File: src/rtl/brg_vvadd_xcel_ctrl.sv
// Sequencing controller for the VVADD accelerator: issues A/B remote loads,
// pairs the out-of-order returns per slot, emits sums, then sends the signal store.
module brg_vvadd_xcel_ctrl #(
    parameter int data_width_p           = 32,
    parameter int addr_width_p           = 32,
    parameter int len_width_p            = 16,
    parameter int slots_p                = 8,
    parameter int credit_counter_width_p = 4
) (
    input  logic                              clk_i,
    input  logic                              reset_i,
    input  logic                              go_v_i,
    input  logic [addr_width_p-1:0]           a_base_i,
    input  logic [addr_width_p-1:0]           b_base_i,
    input  logic [len_width_p-1:0]            len_i,
    input  logic [addr_width_p-1:0]           signal_addr_i,
    output logic                              busy_o,
    output logic                              done_o,
    output logic                              tx_v_o,
    output logic                              tx_fetching_o,
    output logic [addr_width_p-1:0]           tx_addr_o,
    output logic [addr_width_p-1:0]           tx_signal_addr_o,
    output logic [4:0]                        tx_reg_id_o,
    input  logic                              tx_ready_i,
    input  logic [credit_counter_width_p-1:0] tx_credits_i,
    input  logic                              tx_returned_v_i,
    input  logic [data_width_p-1:0]           tx_returned_data_i,
    input  logic [4:0]                        tx_returned_reg_id_i,
    output logic                              res_v_o,
    output logic [len_width_p-1:0]            res_idx_o,
    output logic [data_width_p-1:0]           res_data_o
);

    localparam int SW = $clog2(slots_p);

    localparam logic [1:0] ST_IDLE   = 2'd0;
    localparam logic [1:0] ST_FETCH  = 2'd1;
    localparam logic [1:0] ST_DRAIN  = 2'd2;
    localparam logic [1:0] ST_SIGNAL = 2'd3;

    logic [1:0]              r_state;
    logic [addr_width_p-1:0] r_aBase;
    logic [addr_width_p-1:0] r_bBase;
    logic [addr_width_p-1:0] r_sigAddr;
    logic [len_width_p-1:0]  r_len;
    logic [len_width_p-1:0]  r_i;
    logic                    r_op;
    logic [len_width_p-1:0]  r_completed;
    logic                    r_done;
    logic                    r_cmplV;
    logic [SW-1:0]           r_cmplSlot;

    logic [slots_p-1:0]      r_occ;
    logic [slots_p-1:0]      r_aOut;
    logic [slots_p-1:0]      r_bOut;
    logic [slots_p-1:0]      r_aArr;
    logic [slots_p-1:0]      r_bArr;

    logic [len_width_p-1:0]  r_idx   [slots_p];
    logic [data_width_p-1:0] r_aData [slots_p];
    logic [data_width_p-1:0] r_bData [slots_p];

    logic [SW-1:0]           w_slot;
    logic                    w_issueV;
    logic                    w_sigV;
    logic                    w_fire;
    logic [SW-1:0]           w_rSlot;
    logic                    w_rOp;
    logic                    w_rInRange;
    logic                    w_rOk;
    logic                    w_rCompletes;
    logic [len_width_p-1:0]  w_iNext;
    logic [len_width_p-1:0]  w_doneCount;

    assign w_slot      = r_i[SW-1:0];
    // B requests always target the slot their A just claimed, so only A waits on occupancy
    assign w_issueV    = (r_state == ST_FETCH) && (tx_credits_i != '0) && (r_op || !r_occ[w_slot]);
    assign w_sigV      = (r_state == ST_SIGNAL);
    assign w_fire      = w_issueV && tx_ready_i;
    assign w_rSlot     = tx_returned_reg_id_i[SW-1:0];
    assign w_rOp       = tx_returned_reg_id_i[4];
    assign w_rInRange  = ({1'b0, tx_returned_reg_id_i[3:0]} < 5'(slots_p));
    assign w_rOk       = tx_returned_v_i && w_rInRange && (w_rOp ? r_bOut[w_rSlot] : r_aOut[w_rSlot]);
    assign w_rCompletes = w_rOk && (w_rOp ? r_aArr[w_rSlot] : r_bArr[w_rSlot]);
    assign w_iNext     = r_i + 1'b1;
    assign w_doneCount = r_completed + len_width_p'(r_cmplV);

    always_ff @(posedge clk_i or posedge reset_i) begin
        if (reset_i) begin
            r_state     <= ST_IDLE;
            r_aBase     <= '0;
            r_bBase     <= '0;
            r_sigAddr   <= '0;
            r_len       <= '0;
            r_i         <= '0;
            r_op        <= 1'b0;
            r_completed <= '0;
            r_done      <= 1'b0;
            r_cmplV     <= 1'b0;
            r_cmplSlot  <= '0;
            r_occ       <= '0;
            r_aOut      <= '0;
            r_bOut      <= '0;
            r_aArr      <= '0;
            r_bArr      <= '0;
        end else begin
            r_done     <= 1'b0;
            r_cmplV    <= w_rCompletes;
            r_cmplSlot <= w_rSlot;

            // The completing slot is freed in the same cycle its result is presented
            if (r_cmplV) begin
                r_completed        <= r_completed + 1'b1;
                r_occ[r_cmplSlot]  <= 1'b0;
                r_aArr[r_cmplSlot] <= 1'b0;
                r_bArr[r_cmplSlot] <= 1'b0;
            end

            if (w_rOk) begin
                if (w_rOp) begin
                    r_bOut[w_rSlot] <= 1'b0;
                    r_bArr[w_rSlot] <= 1'b1;
                end else begin
                    r_aOut[w_rSlot] <= 1'b0;
                    r_aArr[w_rSlot] <= 1'b1;
                end
            end

            case (r_state)
                ST_IDLE: begin
                    if (go_v_i) begin
                        r_aBase     <= a_base_i;
                        r_bBase     <= b_base_i;
                        r_sigAddr   <= signal_addr_i;
                        r_len       <= len_i;
                        r_i         <= '0;
                        r_op        <= 1'b0;
                        r_completed <= '0;
                        r_state     <= (len_i != '0) ? ST_FETCH : ST_SIGNAL;
                    end
                end
                ST_FETCH: begin
                    if (w_fire) begin
                        if (!r_op) begin
                            r_occ[w_slot]  <= 1'b1;
                            r_aOut[w_slot] <= 1'b1;
                            r_op           <= 1'b1;
                        end else begin
                            r_bOut[w_slot] <= 1'b1;
                            r_op           <= 1'b0;
                            r_i            <= w_iNext;
                            if (w_iNext == r_len)
                                r_state <= ST_DRAIN;
                        end
                    end
                end
                ST_DRAIN: begin
                    if (w_doneCount == r_len)
                        r_state <= ST_SIGNAL;
                end
                default: begin
                    if (tx_ready_i) begin
                        r_done  <= 1'b1;
                        r_state <= ST_IDLE;
                    end
                end
            endcase
        end
    end

    always_ff @(posedge clk_i) begin
        if (w_fire && !r_op)
            r_idx[w_slot] <= r_i;
        if (w_rOk) begin
            if (w_rOp)
                r_bData[w_rSlot] <= tx_returned_data_i;
            else
                r_aData[w_rSlot] <= tx_returned_data_i;
        end
    end

    assign busy_o           = (r_state != ST_IDLE);
    assign done_o           = r_done;
    assign tx_v_o           = w_issueV || w_sigV;
    assign tx_fetching_o    = (r_state != ST_SIGNAL);
    assign tx_addr_o        = (r_op ? r_bBase : r_aBase) + addr_width_p'(r_i);
    assign tx_signal_addr_o = r_sigAddr;
    assign tx_reg_id_o      = w_sigV ? 5'd0 : {r_op, 4'(w_slot)};
    assign res_v_o          = r_cmplV;
    assign res_idx_o        = r_idx[r_cmplSlot];
    assign res_data_o       = r_aData[r_cmplSlot] + r_bData[r_cmplSlot];

`ifndef SYNTHESIS
    // Returns for tags that are not outstanding are dropped; flag them in simulation
    always @(posedge clk_i) begin
        if (!reset_i && tx_returned_v_i)
            assert (w_rOk);
    end
`endif

endmodule

File: config.mk
export PLATFORM = sky130hd
export DESIGN_NAME = brg_vvadd_xcel_ctrl
export DESIGN_NICKNAME = d
export VERILOG_FILES = /design/src/rtl/brg_vvadd_xcel_ctrl.sv
export SDC_FILE = /design/constraint.sdc
export NUM_CORES = 1
export LEC_CHECK = 0
export ABC_CLOCK_PERIOD_IN_PS = 11100
export CORE_ASPECT_RATIO = 1.1
export CORE_MARGIN = 1
export CORE_UTILIZATION = 40
export CTS_CLUSTER_SIZE = 10
export DETAILED_ROUTE_END_ITERATION = 8
export GPL_ROUTABILITY_DRIVEN = 1
export PLACE_DENSITY = 0.68
export SYNTH_ARGS = -nofsm -noshare
export SYNTH_HDL_FRONTEND = slang
export SYNTH_SLANG_ARGS = --single-unit
File: constraint.sdc
create_clock -name clk_i -period 11.1 [get_ports clk_i]
set_clock_uncertainty 0.15 [all_clocks]
set_input_delay 2.22 -clock clk_i [delete_from_list [all_inputs] [get_ports clk_i]]
set_output_delay 2.22 -clock clk_i [all_outputs]
set_load 0.1 [all_outputs]
## Word-level counts from Yosys, hierarchy flattened

Memories as Yosys holds them, arrays and structs flattened.
Cells that the tools add are included.

- RAM bits: 640
- Register bits after elaboration: 192
- Logic and storage cells: 148
- Memories: 3
- Input bits: 158

Memories:

| name | depth | width | rd ports | clocked after Yosys merged registers in | wr ports | RTL line | text |
|---|---|---|---|---|---|---|---|
| r_aData | 8 | 32 | 1 | 0 | 1 | 60 | `logic [data_width_p-1:0] r_aData [slots_p];` |
| r_bData | 8 | 32 | 1 | 0 | 1 | 61 | `logic [data_width_p-1:0] r_bData [slots_p];` |
| r_idx | 8 | 16 | 1 | 0 | 1 | 59 | `logic [len_width_p-1:0] r_idx [slots_p];` |

- Bitwise logic cells: 12
- Equal/unequal tests: 11
- Reductions and logical operators: 25
- Multiplexer cells: 69
- Add/sub/neg operators: 5
- $lt $le $gt $ge: 7

Operators with widths:

| kind | count |
|---|---|
| $mux W8 | 20 |
| $mux W16 | 6 |
| $and A8 B8 Y8 | 5 |
| $or A8 B8 Y8 | 5 |
| $add A16 B1 Y16 const B | 2 |
| $add A32 B16 Y32 | 1 |
| $add A32 B32 Y32 | 1 |
| $eq A16 B16 Y1 | 2 |
| $mux W32 | 1 |
| $pmux W16 S2 | 1 |
| $mux W1 | 23 |
| $add A16 B1 Y16 | 1 |
| $not A8 Y8 | 2 |
| $reduce_bool A16 Y1 | 1 |
| $bmux W1 S3 | 5 |
| $mux W2 | 7 |
| $lt A3 B4 Y1 const B | 3 |
| $logic_and A1 B1 Y1 | 10 |
| $ne A2 B2 Y1 const B | 5 |
| $demux W1 S3 | 3 |
| $ge A3 B1 Y1 const B | 3 |
| $reduce_bool A4 Y1 | 2 |
| $pmux W2 S3 | 1 |
| $reduce_and A6 Y1 | 1 |
| 14 further kinds | 18 |

## Longest topological paths before layout

Gate-level depths: netlist of the first run.

- Depth after elaboration: 12
- Mapped depth: 19

## Least setup slack after synthesis of the first run

No wires, ideal clock.

- Path kind: reg-to-output
- Start point: register r_cmplSlot[0]
- End point: output port res_data_o[17]
- Arrival: 5.392 ns
- Required time: 8.730 ns
- Buffers on the path: 6
- Cell stages (with the launch flop): 17
- Slack: 3.338 ns
- Cells stage by stage: dfrtp_1 buf_2 clkbuf_1 clkbuf_1 buf_1 clkbuf_1 clkbuf_1 o22ai_1 ha_1 o21ai_0 o21ai_0 nand4_1 or3b_2 a21o_1 a2111oi_0 nor3_1 xor2_1

- Longest elaborated chain between the ends: 2

RTL lines:

| item | RTL line | text |
|---|---|---|
| start: declaration | 51 | `logic [SW-1:0] r_cmplSlot;` |
| start signal: assignment | 109 | `r_cmplSlot <= w_rSlot;` |
| $mem_v2 Z8 W32 (on tied branches) | n/a |  |
| $add A32 B32 Y32 (*) | 191 | `assign res_data_o = r_aData[r_cmplSlot] + r_bData[r_cmplSlot];` |
| end: declaration | 31 | `output logic [data_width_p-1:0] res_data_o` |

Every way passes the cells marked *; elsewhere a longest branch is shown, timed or not.

## Worst setup path in the final report of the first run

- Start point: register r_cmplSlot[2]
- End point: output port res_data_o[30]

Same word-level chain as after synthesis.

==> impl_metrics.env, run 1 <==
export IMPL_core_area_mm2=0.0898
export IMPL_p_leak_uw=0.0160
export IMPL_required_ns=8.73
export IMPL_grt_max_degree=74
export IMPL_avgSynthCellArea_um2=13.1
export IMPL_io_buffers=278
export IMPL_hold_viol=0
export IMPL_fin_util_pct=48.2
export IMPL_start_util_pct=40.5
export IMPL_synth_ff_type="edfxtp_1"
export IMPL_wl_um=101000
export IMPL_status="finished, final reports clean"
export IMPL_worstMarginPinSlew_ns=1.12
export IMPL_die_area_mm2=0.0922
export IMPL_synth_edf_count=640
export IMPL_path_cells="buf_4 -> nor2_4 -> buf_4 -> a22oi_1 -> o22ai_1 -> ha_1 -> inv_1 -> fa_1 -> nor2b_1 -> o31ai_1 -> a21oi_1 -> a21o_1 -> a31oi_1 -> o2111ai_1 -> a31oi_1 -> xnor2_1 -> clkdlybuf4s50_1"
export IMPL_synthMuxAreaShare_pct=7.27
export IMPL_hold_buffers=0
export IMPL_fillers=7825
export IMPL_hold_class="reg2reg"
export IMPL_synthDistinctLibCells=81
export IMPL_synth_fa_ha_area_share_pct=2.04
export IMPL_multi_input_area_mm2=0.0117
export IMPL_max_slew_margin_pct=25.2
export IMPL_path_buf_inv=4
export IMPL_via_per_inst=5.64
export IMPL_grt_antenna_before_repair=3
export IMPL_synth_compound_area_share_pct=10.4
export IMPL_postPlaceCellArea_mm2=0.0406
export IMPL_drv_cap=0
export IMPL_synth_nets=2989
export IMPL_drt_initial_drc_count=2128
export IMPL_finalCritPeriodShare_pct=86.9
export IMPL_synth_top_area_share_pct=52.8
export IMPL_slew_viol_final=0
export IMPL_std_cell_rows=115
export IMPL_fin_crit_ns=9.65
export IMPL_yosys_area_share_simple_pct=9.54
export IMPL_synth_top_family_by_area="compound AO/OA/AOI/OAI gates"
export IMPL_cts_buffers=95
export IMPL_netlist_area_mm2=0.0364
export IMPL_register_area_mm2=0.0240
export IMPL_via_count=24100
export IMPL_grt_pass1_wl_um=151000
export IMPL_yosysTopAreaCell="edfxtp_1"
export IMPL_drive_gt1_share_pct=11.5
export IMPL_reg2reg_depth=7
export IMPL_cts_sinks=832
export IMPL_overflow=0
export IMPL_worst_path_max_delay_cell="clkdlybuf4s50_1"
export IMPL_setup_violations=0
export IMPL_rsz0062_at_grt="false"
export IMPL_wl_per_cell_um=23.8
export IMPL_cts_max_level=3
export IMPL_hold_slack_ns=0.319
export IMPL_syn_to_final_growth_pct=18.9
export IMPL_clockBufferDepth=3
export IMPL_ys_warn_count=0
export IMPL_antenna_left=0
export IMPL_final_setup_tns_ns=0
export IMPL_path_class="reg2out"
export IMPL_ys_async_sr_fraction_pct=23.1
export IMPL_synthCells=2773
export IMPL_ir_drop_v=0.000294
export IMPL_globalplace_congestion=0.892
export IMPL_fp_dieW_um=290
export IMPL_clk_insertion_delay_late_ns=0.65
export IMPL_yosysSeqAreaShare_pct=66.0
export IMPL_fmax_ghz=0.104
export IMPL_postCtsSetupBuffers=0
export IMPL_clk_pin_slew_ns=0.06
export IMPL_dp_hpwl_um=60800
export IMPL_cts_tree="yes"
export IMPL_crit_fanout=58
export IMPL_synthTopCellsByArea="edfxtp_1 (53%), dfrtp_1 (13%), nand2_1 (4.7%)"
export IMPL_critPathCaptureType="output pin"
export IMPL_cts_root_buffer="clkbuf_16"
export IMPL_cp_top_family="buffers and inverters"
export IMPL_synth_seq_cells=832
export IMPL_fin_area_mm2=0.0433
export IMPL_grtUsageTotal_pct=21.8
export IMPL_pin_count=280
export IMPL_hold_depth=2
export IMPL_path_depth=17
export IMPL_post_cts_resized=0
export IMPL_layout_nets=3265
export IMPL_start_kind="register"
export IMPL_first_pass_iters=6
export IMPL_die_height_um=318
export IMPL_grt_pass1_vias=23900
export IMPL_drc=0
export IMPL_cpPeakStageDelay_ns=1.20
export IMPL_synth_xor_area_share_pct=2.53
export IMPL_worstPathArrival_ns=7.28
export IMPL_powerDensity_mw_per_mm2=225
## layout by cell type (no fill, tap or decap), types with 63 or more instances in the layout
cell / synthesis / final
nand2_1: 456 / 455
dfrtp_1: 192 / 188
mux2_2: 142 / 142
a22oi_1: 63 / 63
a21oi_1: 100 / 100
clkdlybuf4s50_1: 0 / 278
edfxtp_1: 640 / 640
o21ai_0: 78 / 78
mux2i_1: 90 / 90
nor2_1: 158 / 139
clkbuf_16: 0 / 96
## worst paths after layout
kind                       slack, ns                                to                    start
max in group asynchronous       7.63           r_cmplSlot[0]$_DFF_PP0_                  reset_i
setup reg to reg                7.28             r_idx[6][9]$_DFFE_PP_       r_i[0]$_DFFE_PP0P_
min in group asynchronous       1.88  tx_signal_addr_o[24]$_DFFE_PP0P_                  reset_i
hold / removal                  0.32            r_aBase[4]$_DFFE_PP0P_   r_aBase[4]$_DFFE_PP0P_
setup / recovery                1.45                    res_data_o[30]  r_cmplSlot[2]$_DFF_PP0_
hold reg to reg                 0.32            r_aBase[4]$_DFFE_PP0P_   r_aBase[4]$_DFFE_PP0P_
## per-stage QoR
stage | cells | power, uW | worst slack [ns]
after floorplan | 2773 | 6140 | 3.34
after global placement | 4122 | 6950 | 2.29
after detailed placement | 4122 | 6980 | 2.24
after CTS | 4264 | 9770 | 1.52
after global routing | 4265 | 10100 | 1.09
final | 4265 | 9720 | 1.45
## worst register-to-register path: stages, from the launching register on
cell	delay, ns
dfrtp_1	0.32
buf_4	0.27
mux4_2	0.56
mux2i_1	0.51
and4b_1	0.42
nand2b_1	0.15
or2_2	0.35
inv_1	0.67
## cell usage after synthesis (14+ instances only)
library cell and instances:
dfrtp_1 192, buf_1 17, mux2i_1 90, a22o_1 21, inv_1 47, nand2_1 456, nand3_1 42, a31oi_1 14
nand4_1 15, o22ai_1 47, xor2_1 45, a21oi_1 100, a21o_1 47, clkbuf_1 115, xnor2_1 60, o221ai_1 33
ha_1 56, mux2_2 142, nor3_1 17, a221oi_1 58, edfxtp_1 640, o21ai_0 78, a221o_1 16, a22oi_1 63
nor2_1 158
## per-layer routing
metal / routed length (um) / track usage, % / vias up
met5: 11 / 0 / -
met4: 3130 / 7.38 / 2
met3: 8640 / 4.89 / 167
met2: 49000 / 36.1 / 1077
met1: 40500 / 28.1 / 11900
li1: - / - / 10900
## report_power, final
group / internal (uW) / switching (uW)
clock: 1600 / 1190
sequential: 3620 / 225
combinational: 838 / 2250
total: 6060 / 3660
## cells by family (layout without fill, tap and decap cells)
family	Yosys count	in the layout
multiplexers	239	239
AO/OA/AOI/OAI	546	546
XOR/XNOR	105	105
other	1	2
adder cells (fa/ha/maj)	58	58
buffers and inverters	199	520
flip-flops	832	832
AND/OR/NAND/NOR	793	793
## layout make-up
cell class / instances / area share (%)
Clock buffer: 134 / 5.97
Timing Repair Buffer: 329 / 7.31
Tap cell: 1170 / 3.38
Sequential cell: 832 / 55.5
Clock inverter: 8 / 0.237
Multi-Input combinational cell: 1742 / 27.1
Inverter: 49 / 0.442
Antenna cell: 1 / 0.00578
## registers in the layout (all words and copies together), names as in the netlist, 16 cells and up
name              cells
r_completed          16
r_aData             256
r_aBase              32
r_idx               128
tx_signal_addr_o     32
r_bData             256
r_len                16
r_i                  16
r_bBase              32
No activity file was read; power rests on OpenSTA's default activity.
==> run 2: changes to the inputs <==
--- a/config.mk
+++ b/config.mk
@@ -9,6 +9,7 @@
 export CORE_ASPECT_RATIO = 1.1
 export CORE_MARGIN = 1
 export CORE_UTILIZATION = 40
+export CTS_CLUSTER_DIAMETER = 100
 export CTS_CLUSTER_SIZE = 10
 export DETAILED_ROUTE_END_ITERATION = 8
 export GPL_ROUTABILITY_DRIVEN = 1
==> run 2 against run 1 <==
Non-clock buffer count did not move. Hold slack better by 0.0023 ns. Via count is 0.57% higher. Power decreased by 0.44%. Fmax rose by 0.71%. Register-to-register slack improved by 0.03 ns. Sequential power about the same. Final area shrank 0.15%. Global-route usage is 0.057 points higher. Critical endpoint unchanged. Largest power group unchanged.
==> impl_metrics.env, run 2 (synthesis gave the netlist of run 1 again) <==
export IMPL_wl_per_cell_um=23.8
export IMPL_cpPeakStageDelay_ns=1.19
export IMPL_worst_path_max_delay_cell="clkdlybuf4s50_1"
export IMPL_reg2reg_to="r_idx[0][7]$_DFFE_PP_"
export IMPL_postCtsSetupBuffers=0
export IMPL_hold_depth=2
export IMPL_grtUsageTotal_pct=21.9
export IMPL_register_area_mm2=0.0240
export IMPL_hold_buffers=0
export IMPL_multi_input_area_mm2=0.0117
export IMPL_reg2reg_depth=7
export IMPL_rsz0062_at_grt="false"
export IMPL_via_per_inst=5.68
export IMPL_r2r_start="r_i[0]$_DFFE_PP0P_"
export IMPL_clockBufferDepth=3
export IMPL_clk_insertion_delay_late_ns=0.65
export IMPL_path_buf_inv=4
export IMPL_cp_top_family="buffers and inverters"
export IMPL_status="finished, final reports clean"
export IMPL_hold_path_endpoint="tx_signal_addr_o[19]$_DFFE_PP0P_"
export IMPL_hold_class="reg2reg"
export IMPL_layout_nets=3263
export IMPL_max_slew_margin_pct=25.0
export IMPL_cts_tree="yes"
export IMPL_fmax_ghz=0.104
export IMPL_dp_hpwl_um=60800
export IMPL_std_cell_rows=115
export IMPL_fin_util_pct=48.1
export IMPL_cts_sinks=832
export IMPL_clk_pin_slew_ns=0.05
export IMPL_globalplace_congestion=0.892
export IMPL_grt_pass1_wl_um=151000
export IMPL_hold_viol=0
export IMPL_antenna_left=0
export IMPL_comb_power_share_pct=31.8
export IMPL_drt_initial_drc_count=2147
export IMPL_required_ns=8.73
export IMPL_power_uw=9680
export IMPL_biggestRegsByFlops="r_aData (256), r_bData (256), r_idx (128)"
export IMPL_core_area_mm2=0.0898
export IMPL_layout_setup_ws_ns=1.52
export IMPL_final_common_cell="edfxtp_1"
export IMPL_setup_violations=0
export IMPL_grt_max_degree=74
export IMPL_cts_root_buffer="clkbuf_16"
export IMPL_via_count=24200
export IMPL_fillers=7820
export IMPL_finalCritPeriodShare_pct=86.3
export IMPL_power_frac_seq_pct=39.7
export IMPL_fp_dieW_um=290
export IMPL_fin_crit_ns=9.58
export IMPL_worstMarginPinSlew_ns=1.12
export IMPL_ir_drop_v=0.000347
export IMPL_cts_buffers=93
export IMPL_p_leak_uw=0.0160
export IMPL_io_buffers=278
export IMPL_die_height_um=318
export IMPL_path_cells="buf_4 -> nor2_4 -> buf_4 -> a22oi_1 -> o22ai_1 -> ha_1 -> inv_1 -> fa_1 -> nor2b_1 -> o31ai_1 -> a21oi_1 -> a21o_1 -> a31oi_1 -> o2111ai_1 -> a31oi_1 -> xnor2_1 -> clkdlybuf4s50_1"
export IMPL_powerDensity_mw_per_mm2=224
export IMPL_pin_count=280
export IMPL_grt_pass1_vias=23900
export IMPL_internal_power_uw=6010
export IMPL_syn_to_final_growth_pct=18.7
export IMPL_drv_cap=0
export IMPL_netSwitchingFraction_pct=37.9
export IMPL_reg2reg_setup_slack_ns=7.31
export IMPL_layout_common_cells="edfxtp_1 (640), nand2_1 (455), clkdlybuf4s50_1 (278), dfrtp_1 (188), mux2_2 (142)"
export IMPL_power_switching_uw=3670
export IMPL_worstPathArrival_ns=7.21
export IMPL_start_kind="register"
export IMPL_first_pass_iters=5
export IMPL_slew_viol_final=0
export IMPL_hold_path_startpoint="tx_signal_addr_o[19]$_DFFE_PP0P_"
export IMPL_crit_fanout=58
export IMPL_overflow=0
export IMPL_clkPwrFrac_pct=28.4
export IMPL_critPathCaptureType="output pin"
export IMPL_dp_slack_ns=2.24
export IMPL_path_class="reg2out"
export IMPL_grt_antenna_before_repair=3
export IMPL_final_setup_tns_ns=0
export IMPL_post_cts_resized=0
export IMPL_drive_gt1_share_pct=11.3
export IMPL_cts_max_level=3
export IMPL_drc=0
export IMPL_die_area_mm2=0.0922
export IMPL_wl_um=101000
export IMPL_start_util_pct=40.5
run 2: changes by cell type in the layout (fill, tap and decap cells not counted), sizes merged:
cell    before  now
clkbuf     134  129
clkinv       6    4
inv         51   52
run 2: worst max-delay path by stage:
stage	from	end	slack, ns	depth (start not counted)
2_1_floorplan	r_cmplSlot[0]$_DFF_PP0_	res_data_o[17]	3.34	16
3_3_place_gp	r_cmplSlot[2]$_DFF_PP0_	res_data_o[30]	2.29	17
3_5_place_dp	r_cmplSlot[2]$_DFF_PP0_	res_data_o[30]	2.24	17
4_1_cts	r_cmplSlot[2]$_DFF_PP0_	res_data_o[30]	1.54	17
5_1_grt	r_cmplSlot[2]$_DFF_PP0_	res_data_o[30]	1.10	17
6_report	r_cmplSlot[2]$_DFF_PP0_	res_data_o[30]	1.52	17
run 2: worst register-to-register path: cells and delay by family (launching register included):
kind	cells	cell delay, ns
buffers and inverters	2	0.91
flip-flops	1	0.32
multiplexers	2	1.06
AND/OR/NAND/NOR	3	0.93
run 2: area by class of cell:
class / count / area share (%)
diodes: 1 / 0.00579
inverters: 49 / 0.443
multi-input cells: 1742 / 27.1
clock inverters: 7 / 0.319
well taps: 1170 / 3.39
clock buffers: 129 / 5.75
repair buffers: 329 / 7.33
flip-flops and latches: 832 / 55.6
run 2: power by group through the flow:
stage	clock network [uW]	logic [uW]	registers, uW
after floorplan	0	1940	4200
after detailed placement	0	3070	3900
after global placement	0	3060	3900
after CTS	2800	3090	3850
final	2750	3080	3850
after global routing	2920	3260	3870
run 2: metal layers:
| layer | part of all wire (%) | vias to the layer above | track usage (%) | wire length, um |
|---|---|---|---|---|
| met5 | 0.011 | - | 0 | 11 |
| met4 | 3.1 | 2 | 7.41 | 3160 |
| met3 | 8.6 | 172 | 4.84 | 8760 |
| met2 | 48 | 1089 | 36.1 | 48800 |
| met1 | 40 | 12000 | 28.2 | 40700 |
| li1 | - | 10900 | - | - |
run 2: metrics by stage:
step                      hold WS, ns  area (um^2)  std cells
after floorplan                 0.290        36400       2773
after global placement          0.302        40600       4122
final                           0.321        43200       4259
after CTS                       0.323        43200       4258
after detailed placement        0.310        40600       4122
after global routing            0.341        43200       4259
==> run 3: changes to the inputs <==
--- a/config.mk
+++ b/config.mk
@@ -14,6 +14,7 @@
 export DETAILED_ROUTE_END_ITERATION = 8
 export GPL_ROUTABILITY_DRIVEN = 1
 export PLACE_DENSITY = 0.68
+export REMOVE_ABC_BUFFERS = 1
 export SYNTH_ARGS = -nofsm -noshare
 export SYNTH_HDL_FRONTEND = slang
 export SYNTH_SLANG_ARGS = --single-unit
==> run 3 against run 2 <==
Clock power barely moved. Cell count fell by 0.42%. First-iteration DRC count fell by 10%. Non-clock buffer count fell by 4. Hold slack got worse by 0.0053 ns. Sequential power barely moved. Sequential cell count did not move. Wire length fell by 0.99%. Sequential share of layout area barely moved. Die area did not move. Highest routed layer unchanged. Global-route usage barely moved.
==> impl_metrics.env, run 3 (synthesis gave the netlist of run 1 again) <==
export IMPL_met1_usage_pct=28.1
export IMPL_grtUsageTotal_pct=21.8
export IMPL_cp_top_family="compound AO/OA/AOI/OAI gates"
export IMPL_crit_fanout=30
export IMPL_reg2reg_to="r_idx[1][13]$_DFFE_PP_"
export IMPL_drt_initial_drc_count=1930
export IMPL_core_area_mm2=0.0898
export IMPL_hold_path_endpoint="r_bBase[12]$_DFFE_PP0P_"
export IMPL_path_buf_inv=3
export IMPL_start_util_pct=40.5
export IMPL_biggestRegsByFlops="r_aData (256), r_bData (256), r_idx (128)"
export IMPL_layout_setup_ws_ns=1.58
export IMPL_max_slew_margin_pct=20.3
export IMPL_p_leak_uw=0.0159
export IMPL_grt_use_met3_pct=5.04
export IMPL_critPathCaptureType="output pin"
export IMPL_powerDensity_mw_per_mm2=224
export IMPL_clk_insertion_delay_late_ns=0.65
export IMPL_dp_hpwl_um=61500
export IMPL_grt_antenna_before_repair=2
export IMPL_grt_max_degree=124
export IMPL_hold_slack_ns=0.316
export IMPL_cts_buffers=93
export IMPL_met2_usage_pct=37.3
export IMPL_die_height_um=318
export IMPL_required_ns=8.73
export IMPL_cts_max_level=3
export IMPL_grt_pass1_vias=24200
export IMPL_grt_pass1_wl_um=152000
export IMPL_drc=0
export IMPL_final_setup_tns_ns=0
export IMPL_ir_drop_v=0.000251
export IMPL_rsz0062_at_grt="false"
export IMPL_hold_buffers=0
export IMPL_antenna_left=0
export IMPL_layout_common_cells="edfxtp_1 (640), nand2_1 (455), clkdlybuf4s50_1 (278), dfrtp_1 (188), mux2_2 (142)"
export IMPL_cp_common_cell="a31oi_1"
export IMPL_power_frac_seq_pct=39.6
export IMPL_hold_path_startpoint="r_bBase[12]$_DFFE_PP0P_"
export IMPL_wl_um=100000
export IMPL_reg2reg_depth=7
export IMPL_grt_busiest_layer="met2"
export IMPL_cts_root_buffer="clkbuf_16"
export IMPL_slew_viol_final=0
export IMPL_pin_count=280
export IMPL_hold_viol=0
export IMPL_globalplace_congestion=0.838
export IMPL_fin_crit_ns=9.52
export IMPL_post_cts_resized=0
export IMPL_via_count=23900
export IMPL_std_cell_rows=115
export IMPL_postCtsSetupBuffers=0
export IMPL_clk_pin_slew_ns=0.06
export IMPL_fmax_ghz=0.105
export IMPL_start_kind="register"
export IMPL_drv_cap=0
export IMPL_netSwitchingFraction_pct=37.7
export IMPL_hold_class="reg2reg"
export IMPL_path_cells="clkinv_1 -> nor2_4 -> buf_4 -> a221oi_1 -> o22ai_1 -> ha_1 -> nor2b_1 -> o31ai_1 -> a21oi_1 -> a21o_1 -> a31oi_1 -> o21ai_0 -> a31oi_1 -> xnor2_1 -> clkdlybuf4s50_1"
export IMPL_fin_area_mm2=0.0432
export IMPL_final_common_cell="edfxtp_1"
export IMPL_path_class="reg2out"
export IMPL_reg2reg_setup_slack_ns=7.23
export IMPL_status="finished, final reports clean"
export IMPL_first_pass_iters=7
export IMPL_drive_gt1_share_pct=11.3
export IMPL_power_switching_uw=3650
export IMPL_cpPeakStageDelay_ns=1.15
export IMPL_clockBufferDepth=3
export IMPL_cts_tree="yes"
export IMPL_via_per_inst=5.64
export IMPL_setup_violations=0
export IMPL_dp_slack_ns=2.27
export IMPL_worst_path_max_delay_cell="clkdlybuf4s50_1"
export IMPL_die_area_mm2=0.0922
export IMPL_hold_depth=2
export IMPL_io_buffers=278
export IMPL_cts_sinks=832
export IMPL_wl_per_cell_um=23.7
export IMPL_syn_to_final_growth_pct=18.6
export IMPL_worstPathArrival_ns=7.15
export IMPL_worstMarginPinSlew_ns=1.19
export IMPL_finalCritPeriodShare_pct=85.8
export IMPL_overflow=0
export IMPL_fp_dieW_um=290
export IMPL_postPlaceCellArea_mm2=0.0406
export IMPL_r2r_start="r_i[0]$_DFFE_PP0P_"
export IMPL_clkPwrFrac_pct=28.3
export IMPL_layout_nets=3259
export IMPL_internal_power_uw=6020
export IMPL_comb_power_share_pct=32.1
## run 3: cell count changes in the layout (fill, tap and decap cells not counted), sizes merged
cell    change
clkinv      +2
bufinv      +1
buf         -4
inv         -4
clkbuf     -13
## run 3: worst max-delay path by stage
stage                                  startpoint  cells after the start              to  slack, ns
after CTS                 r_cmplSlot[2]$_DFF_PP0_                     15  res_data_o[26]       1.56
after global placement    r_cmplSlot[2]$_DFF_PP0_                     15  res_data_o[26]       2.32
after global routing      r_cmplSlot[2]$_DFF_PP0_                     15  res_data_o[26]       1.18
final                     r_cmplSlot[2]$_DFF_PP0_                     15  res_data_o[26]       1.58
after floorplan           r_cmplSlot[0]$_DFF_PP0_                     14  res_data_o[17]      -1.87
after detailed placement  r_cmplSlot[2]$_DFF_PP0_                     15  res_data_o[26]       2.27
## run 3: metrics by stage
step	cells	util (%)	total power (uW)
after CTS	4240	48.1	9730
after floorplan	2623	-	6140
after global routing	4240	48.1	10000
final	4241	48.1	9670
after global placement	4118	45.2	6970
after detailed placement	4118	45.2	7000
## run 3: power groups by stage
stage / Sequential (uW) / Combinational [uW] / Clock, uW
2_1_floorplan: 4250 / 1890 / 0
3_3_place_gp: 3880 / 3090 / 0
4_1_cts: 3830 / 3120 / 2780
5_1_grt: 3860 / 3290 / 2890
3_5_place_dp: 3890 / 3110 / 0
6_report: 3830 / 3100 / 2730
## run 3: layout make-up
type | instances | area (um^2)
diodes | 1 | 2.50
multi-input cells | 1742 | 11700
fillers | 7852 | 46600
clock inverters | 6 | 131
well taps | 1170 | 1460
inverters | 49 | 191
clock buffers | 116 | 2450
repair buffers | 325 | 3160
flip-flops and latches | 832 | 24000
## run 3: metal layers
metal | vias to the layer above | part of all wire [%]
li1 | 10900 | -
met1 | 11900 | 40
met2 | 980 | 50
met3 | 137 | 8.1
met4 | 2 | 1.7
met5 | - | 0.010
## run 3: worst reg2reg max path: cells and delay by family (launching register included)
family	cells	cell delay, ns
simple gates	3	0.99
buf+inv	2	0.97
mux	2	0.96
flops	1	0.41
